==> config.mk <==
export PLATFORM = sky130hd
export DESIGN_NAME = pe_config_loader
export DESIGN_NICKNAME = d
export VERILOG_FILES = /design/src/rtl/pe_config_loader.sv
export SDC_FILE = /design/constraint.sdc
export NUM_CORES = 1
export LEC_CHECK = 0
export ABC_CLOCK_PERIOD_IN_PS = 1600
export CAP_MARGIN = 25
export CORE_MARGIN = 5
export CORE_UTILIZATION = 38
export DETAILED_ROUTE_END_ITERATION = 10
export GPL_TIMING_DRIVEN = 0
export PLACE_DENSITY_LB_ADDON = 0.15
export SYNTH_ARGS = -nofsm -noshare
export SYNTH_HDL_FRONTEND = slang
export SYNTH_SLANG_ARGS = --single-unit
==> constraint.sdc <==
create_clock -name clk -period 1.6 [get_ports clk]
set_input_delay 0.16 -clock clk [delete_from_list [all_inputs] [get_ports clk]]
set_output_delay 0.16 -clock clk [all_outputs]
set_load 0.05 [all_outputs]
==> src/rtl/pe_config_loader.sv <==
// pe_config_loader: clears the PE array, streams host instruction words into per-PE config
// buffers over a shared bus, then runs the loaded configuration for DEPTH cycles and drains.
// Ports:
//   clk, rst            clock, synchronous active-high reset
//   cfg_start           pulse: begin clear+load
//   cfg_valid/cfg_data  host instruction stream, accepted when cfg_ready
//   cfg_ready           high only while loading
//   run_start           pulse: execute the loaded configuration
//   pe_rst              PE array reset (reset and the single CLEAR cycle)
//   pe_inst/pe_init     shared instruction bus and one-hot per-PE write strobe
//   pe_run              broadcast run enable, DEPTH cycles
//   busy/loaded         status
//   done/error          single-cycle pulses
module pe_config_loader #(
  parameter int INST_W    = 48,
  parameter int NUM_PE    = 16,
  parameter int DEPTH     = 4,
  parameter int DRAIN_CYC = 3
) (
  input  logic              clk,
  input  logic              rst,
  input  logic              cfg_start,
  input  logic              cfg_valid,
  input  logic [INST_W-1:0] cfg_data,
  output logic              cfg_ready,
  input  logic              run_start,
  output logic              pe_rst,
  output logic [INST_W-1:0] pe_inst,
  output logic [NUM_PE-1:0] pe_init,
  output logic              pe_run,
  output logic              busy,
  output logic              loaded,
  output logic              done,
  output logic              error
);
  localparam int WORDS = NUM_PE * DEPTH;
  localparam int WW = $clog2(WORDS);
  localparam int RW = $clog2(DEPTH + 1);
  localparam int DW = $clog2(DRAIN_CYC + 1);

  typedef enum logic [2:0] {IDLE, CLEAR, LOAD, ARMED, RUN, DRAIN, DONE} state_t;

  state_t state, state_n;
  logic [WW-1:0] word_cnt, word_cnt_n;
  logic [RW-1:0] run_cnt, run_cnt_n;
  logic [DW-1:0] drain_cnt, drain_cnt_n;
  logic [INST_W-1:0] inst_n;
  logic [NUM_PE-1:0] init_n;
  logic loaded_n, error_n;

  // All outputs are registered from the next-state decode so they line up with the state.
  always_comb begin
    state_n = state;
    word_cnt_n = word_cnt;
    run_cnt_n = run_cnt;
    drain_cnt_n = drain_cnt;
    inst_n = pe_inst;
    init_n = '0;
    loaded_n = loaded;
    error_n = cfg_start | run_start;
    case (state)
      IDLE: begin
        error_n = run_start & ~cfg_start;
        state_n = cfg_start ? CLEAR : IDLE;
      end
      CLEAR: begin
        state_n = LOAD;
        word_cnt_n = '0;
      end
      LOAD: if (cfg_valid && cfg_ready) begin
        inst_n = cfg_data;
        init_n = NUM_PE'(1) << (word_cnt / DEPTH);
        word_cnt_n = word_cnt + WW'(1);
        if (word_cnt == WW'(WORDS - 1)) begin
          state_n = ARMED;
          loaded_n = 1'b1;
        end
      end
      ARMED: begin
        error_n = 1'b0;
        // cfg_start takes priority over run_start when both arrive together.
        if (cfg_start) begin
          state_n = CLEAR;
          loaded_n = 1'b0;
        end else if (run_start) begin
          state_n = RUN;
          run_cnt_n = '0;
        end
      end
      RUN: begin
        run_cnt_n = run_cnt + RW'(1);
        if (run_cnt == RW'(DEPTH - 1)) begin
          state_n = DRAIN;
          drain_cnt_n = '0;
        end
      end
      DRAIN: begin
        drain_cnt_n = drain_cnt + DW'(1);
        if (drain_cnt == DW'(DRAIN_CYC - 1)) begin
          state_n = DONE;
          loaded_n = 1'b0;
        end
      end
      DONE: state_n = IDLE;
      default: state_n = IDLE;
    endcase
  end

  always_ff @(posedge clk) begin
    if (rst) begin
      state <= IDLE;
      word_cnt <= '0;
      run_cnt <= '0;
      drain_cnt <= '0;
      pe_rst <= 1'b1;
      cfg_ready <= 1'b0;
      pe_inst <= '0;
      pe_init <= '0;
      pe_run <= 1'b0;
      busy <= 1'b0;
      loaded <= 1'b0;
      done <= 1'b0;
      error <= 1'b0;
    end else begin
      state <= state_n;
      word_cnt <= word_cnt_n;
      run_cnt <= run_cnt_n;
      drain_cnt <= drain_cnt_n;
      pe_rst <= state_n == CLEAR;
      cfg_ready <= state_n == LOAD;
      pe_inst <= inst_n;
      pe_init <= init_n;
      pe_run <= state_n == RUN;
      busy <= !(state_n inside {IDLE, ARMED});
      loaded <= loaded_n;
      done <= state_n == DONE;
      error <= error_n;
    end
  end
endmodule

Word level (Yosys, flattened, before mapping)
Index checks and enable logic that the tools add are counted.
Cells by class
  add/subtract/negate cells: 3
  equality and inequality tests: 20
  shift-type cells: 1
  multiplexer cells: 21
  bitwise gates (word level): 5
  reductions and logical operators: 15
Operators with widths (count)
  $mux 3: 8
  $pmux 3 s6: 1
  $shl 1x4->16 const A: 1
  $eq 3x2->1 const B: 5
  $ne 2x2->1 const B: 7
  $eq 3x3->1 const B: 4
  $pmux 6 s2: 1
  $reduce_bool 2->1: 4
  $add 6x1->6 const B: 1
  $eq 3x1->1 const B: 2
  $eq 6x6->1 const B: 1
  $logic_not 3->1: 2
  $mux 6: 1
  $pmux 3 s2: 1
  $reduce_and 2->1: 3
  $mux 1: 5
  $reduce_and 5->1: 1
  $pmux 2 s2: 1
  $add 3x1->3 const B: 1
  $not 1->1: 3
  $pmux 1 s3: 1
  $reduce_and 3->1: 1
  $reduce_bool 3->1: 1
  $reduce_or 3->1: 1
  other kinds (8): 8
Storage, ports and cells
  flip-flop bits (word level): 85
  input bits: 53
  output and inout bits: 71

Longest topological paths before layout
  depth in word-level cells: 7
  depth in mapped cells: 7
  gate-level depth less buffers: 7

Worst setup path after synthesis
Ideal clock, no wire load.
  path kind: register to register
  start: reg cfg_ready
  end: reg busy
  data arrival time: 1.562 ns
  setup slack: -0.094 ns
  cell stages (with the launch flop): 6
  path buffers: 0
  period minus slack after synthesis: 1.694 ns
  cell sequence: dfxtp_1 -> nand3b_1 -> nor4_1 -> a211oi_4 -> xnor2_1 -> a21oi_1
Between the ends
  word-level cells in the longest chain between the ends: 6
  elaborated cells between the ends (all ways): 7
  those cells by class: eq/ne: 1; mux: 2; reduce/logical: 4
Ends and longest elaborated chain
  start: declaration: RTL line 25  | output logic cfg_ready,
  start signal: assignment: RTL line 116  | cfg_ready <= 1'b0;
  start signal: assignment: RTL line 130  | cfg_ready <= state_n == LOAD;
  $logic_and 1x1->1 (*): RTL line 70  | LOAD: if (cfg_valid && cfg_ready) begin
  $mux 3 (*): RTL line 70
  $pmux 3 s6 (*): RTL line 61  | case (state)
  $eq 3x2->1 or $logic_not 3->1 (tied branches): RTL line 134  | busy <= !(state_n inside {IDLE, ARMED});
  $reduce_bool 2->1 (*): RTL line 134
  $logic_not 1->1 (*): RTL line 134
  end signal: assignment: RTL line 134
  end: declaration: RTL line 31  | output logic busy,
Mark *: on every way between the ends. The rest lies on a longest branch, timed or not.
A chain may end at the register's enable or synchronous reset.

Worst setup path in the final report
  start: reg run_cnt[0]
  end: reg busy
Between the ends
  word-level cells in the longest chain between the ends: 6
  elaborated cells between the ends (all ways): 7
  those cells by class: eq/ne: 2; mux: 2; reduce/logical: 3
Ends and longest elaborated chain
  start: declaration: RTL line 45  | logic [RW-1:0] run_cnt, run_cnt_n;
  start signal: assignment: RTL line 127  | run_cnt <= run_cnt_n;
  $eq 3x2->1 (*): RTL line 92  | if (run_cnt == RW'(DEPTH - 1)) begin
  $mux 3 (*): RTL line 92
  $pmux 3 s6 (*): RTL line 61
  $eq 3x2->1 or $logic_not 3->1 (tied branches): RTL line 134
  $reduce_bool 2->1 (*): RTL line 134
  $logic_not 1->1 (*): RTL line 134
Marks and branches as above.

==> impl_metrics.sql <==
INSERT INTO impl_metrics (metric_group, metric, value, unit) VALUES
('run_status', 'outcome', 'completed', ''),
('placement', 'preCtsSetupSlack', '-0.2622', 'ns'),
('clock_network', 'hold_buffers', '0', ''),
('critical_path', 'max_stage_delay', '0.35', 'ns'),
('global_routing', 'antenna_found_initial', '0', ''),
('routing', 'drt_first_iter_violations', '130', ''),
('logic_synthesis', 'yosys_warnings', '0', ''),
('clock_network', 'clkSlewWorstSetupHoldPaths', '0.09', 'ns'),
('floorplanning', 'floorplan.core_area', '0.007767', 'sq mm'),
('critical_path', 'required', '1.81', 'ns'),
('min_path', 'worstHoldPathType', 'primary input to flop', ''),
('critical_path', 'timing.critical_path.mode_cell', 'sky130_fd_sc_hd__ha_4', ''),
('critical_path', 'critical_path.slowest_cell', 'sky130_fd_sc_hd__dfxtp_2', ''),
('logic_synthesis', 'post-synth-top-count-cell', 'sky130_fd_sc_hd__nand2_1', ''),
('finish', 'final-instance-count-excl-fill', '610', ''),
('timing', 'final-hold-violation-count', '0', ''),
('clock_network', 'clock_tree.buffer_depth', '2', ''),
('logic_synthesis', 'synth.largest_area_cell', 'sky130_fd_sc_hd__dfxtp_1', ''),
('routing', 'viasPerCell', '4.689', ''),
('floorplanning', 'placement_rows', '32', ''),
('timing', 'tightestPinTransition', '0.5559', 'ns'),
('timing', 'max-slew-margin-rel', '0.6294', ''),
('logic_synthesis', 'yosys_register_bits', '85', ''),
('floorplanning', 'die_y_extent', '99.51', 'um'),
('logic_synthesis', 'share_of_synthesized_area_occupied_by_flip_flops_and_latches', '0.5590', ''),
('logic_synthesis', 'post_synth_most_frequent_cells', 'sky130_fd_sc_hd__nand2_1 (107), sky130_fd_sc_hd__dfxtp_1 (85), sky130_fd_sc_hd__a21oi_1 (56)', ''),
('critical_path', 'worst_setup_path_start_kind', 'flop', ''),
('timing', 'hold_ws', '0.3513', 'ns'),
('clock_network', 'clock-sinks', '85', ''),
('timing', 'final_clock_skew', '0.006566', 'ns'),
('global_routing', 'first_global_vias', '2646', ''),
('routing', 'antenna_left', '0', ''),
('pwr', 'power_density', '900.5', 'mW/mm^2'),
('logic_synthesis', 'synthesis.area_per_instance', '8.340', 'sq um'),
('clock_network', 'cts-buffers-inserted', '9', ''),
('finish', 'syn_to_final_growth', '53.43', '%'),
('logic_synthesis', 'syn-num-nets', '422', ''),
('floorplanning', 'top_level_ports', '124', ''),
('timing', 'clock.fmax', '0.6389', 'GHz'),
('clock_network', 'root_driver', 'sky130_fd_sc_hd__clkbuf_8', ''),
('floorplanning', 'floorplan.initialDensity', '0.3919', ''),
('logic_synthesis', 'syn-cell-area', '0.003044', 'sq mm'),
('pwr', 'overall_power_of_the_completed_layout', '4206', 'uW'),
('critical_path', 'cp_cell_sequence', 'ha_4 > ha_4 > mux2i_1 > nor2_2 > a211oi_4 > xnor2_1 > a21oi_1', ''),
('clock_network', 'cts_tree', 'yes', ''),
('timing', 'final_min_period_over_clock_period', '0.9782', ''),
('routing', 'detail_route.wirelength', '8049', 'um'),
('global_routing', 'grt.overflow.total', '0', ''),
('logic_synthesis', 'yosysUniqueCellTypes', '36', ''),
('clock_network', 'clock_tree.htree_level_count', '3', ''),
('finish', 'antennaDiodeCount', '0', ''),
('logic_synthesis', 'async_flop_share', '0', ''),
('placement', 'gpl.final_weighted_congestion', '0.8390', ''),
('run', 'cap_violations', '0', ''),
('finish', 'final_layout_size_suffix_gt1_frac', '0.09843', ''),
('critical_path', 'critPathCaptureType', 'flop', ''),
('routing', 'dr.pass1.iters', '4', ''),
('timing', 'finalMaxSlewViolations', '0', ''),
('timing', 'fin_worst_setup_slack', '0.03481', 'ns'),
('floorplanning', 'die_area', '0.009901', 'sq mm'),
('floorplanning', 'dieWidth', '99.51', 'um'),
('placement', 'numPlacedInstances', '590', ''),
('logic_synthesis', 'synth_top_cells_by_area', 'sky130_fd_sc_hd__dfxtp_1 (56%), sky130_fd_sc_hd__nand2_1 (13%), sky130_fd_sc_hd__a21oi_1 (9.2%)', ''),
('clock_network', 'clkLatencyLatePin', '0.35', 'ns'),
('routing', 'vias', '2860', ''),
('logic_synthesis', 'synth_edf_count', '0', ''),
('timing', 'rsz0062_at_grt', 'true', ''),
('finish', 'fill_cells', '750', ''),
('pwr', 'static-leakage-power', '0.001964', 'uW'),
('logic_synthesis', 'syn_inst', '365', ''),
('finish', 'final_net_count', '560', '');
[metrics by stage]
step	utilization	setup TNS, ns	area [sq um]
after floorplan	-	0	3045
after global placement	0.5670	-12.77	4404
after detailed placement	0.5670	-13.22	4404
after CTS	0.5902	0	4584
after global routing	0.6013	-0.2321	4671
final	0.6013	0	4671
[report_power, final]
part	internal, uW	switching (uW)	leakage, uW
logic	187	183	0.00117
clock network	925	760	0.000106
registers	2140	14.0	0.000688
total	3250	958	0.00196
[routing by layer]
layer | part of all wire | routed length (um) | up-vias | GRT usage
li1 | - | - | 1475 | -
met3 | 0.11 | 851 | 7 | 0.07924
met5 | 0 | 0 | - | 0
met2 | 0.46 | 3718 | 89 | 0.2521
met1 | 0.42 | 3378 | 1289 | 0.1922
met4 | 0.013 | 101 | 0 | 0.05777
[cells by family (layout without fill, tap and decap cells)]
group,count (synthesis),count (layout),synth area share
fa+ha+maj,4,4,0.01644
buf+inv,25,168,0.03617
simple gates,174,174,0.2404
mux,1,1,0.003288
compound gates,71,71,0.1303
flops,85,85,0.5590
xor+xnor,5,5,0.01438
[cell type report]
cell class	instances	area [sq um]	area share
timing repair buffer	127	1172	0.2510
buffer	22	126.4	0.02706
inverter	3	11.26	0.002411
sequential	85	1707	0.3654
clock inverter	5	83.83	0.01795
multi-input combinational	255	1301	0.2786
tap	102	127.6	0.02732
clock buffer	11	141.4	0.03027
[registers in the layout, indices dropped and copies added (netlist names), 2 cells and up]
| register | count |
|---|---|
| run_cnt | 3 |
| pe_init | 16 |
| pe_inst | 48 |
| state | 3 |
| drain_cnt | 2 |
| word_cnt | 6 |
[path summary, 6_finish.rpt]
| kind | depth (start not counted) | from | to |
|---|---|---|---|
| worst max-delay path | 7 | run_cnt[0] | busy |
| worst min-delay path | 3 | cfg_data[30] | pe_inst[30] |
| worst max register to register | 7 | run_cnt[0] | busy |
| worst min register to register | 2 | pe_inst[2] | pe_inst[2] |
[worst max-delay path: cells and delay by family, from the launching register on]
| family | cells | cell delay (ns) |
|---|---|---|
| and+or+nand+nor | 1 | 0.07 |
| AOI/OAI and AO/OA | 2 | 0.37 |
| DFF | 1 | 0.35 |
| xor gates and xnor gates | 1 | 0.15 |
| muxes | 1 | 0.17 |
| adders and majority gates | 2 | 0.31 |
[placed cells by master, fill, tap and decap left out, types with 3 or more instances in the layout]
master	synthesis	layout
sky130_fd_sc_hd__a21oi_1	56	56
sky130_fd_sc_hd__a31oi_1	3	3
sky130_fd_sc_hd__and3_1	3	3
sky130_fd_sc_hd__buf_4	0	12
sky130_fd_sc_hd__clkbuf_1	9	10
sky130_fd_sc_hd__clkbuf_4	0	3
sky130_fd_sc_hd__clkbuf_8	0	10
sky130_fd_sc_hd__clkdlybuf4s50_1	0	52
sky130_fd_sc_hd__dfxtp_1	85	81
sky130_fd_sc_hd__dfxtp_2	0	4
sky130_fd_sc_hd__dlygate4sd2_1	0	71
sky130_fd_sc_hd__inv_1	3	3
sky130_fd_sc_hd__nand2_1	107	107
sky130_fd_sc_hd__nand3b_1	4	4
sky130_fd_sc_hd__nor2_1	37	35
sky130_fd_sc_hd__nor2b_1	4	4
sky130_fd_sc_hd__nor3_1	3	3
sky130_fd_sc_hd__nor4_2	0	5
sky130_fd_sc_hd__xor2_1	4	4
[repair_timing]
item,4_1_cts,5_1_grt
endpoints found under the setup margin,127,22
buffers inserted,1,3
pin swaps,1,4
resized for setup,84,15
No activity file was read; power rests on OpenSTA's default activity.
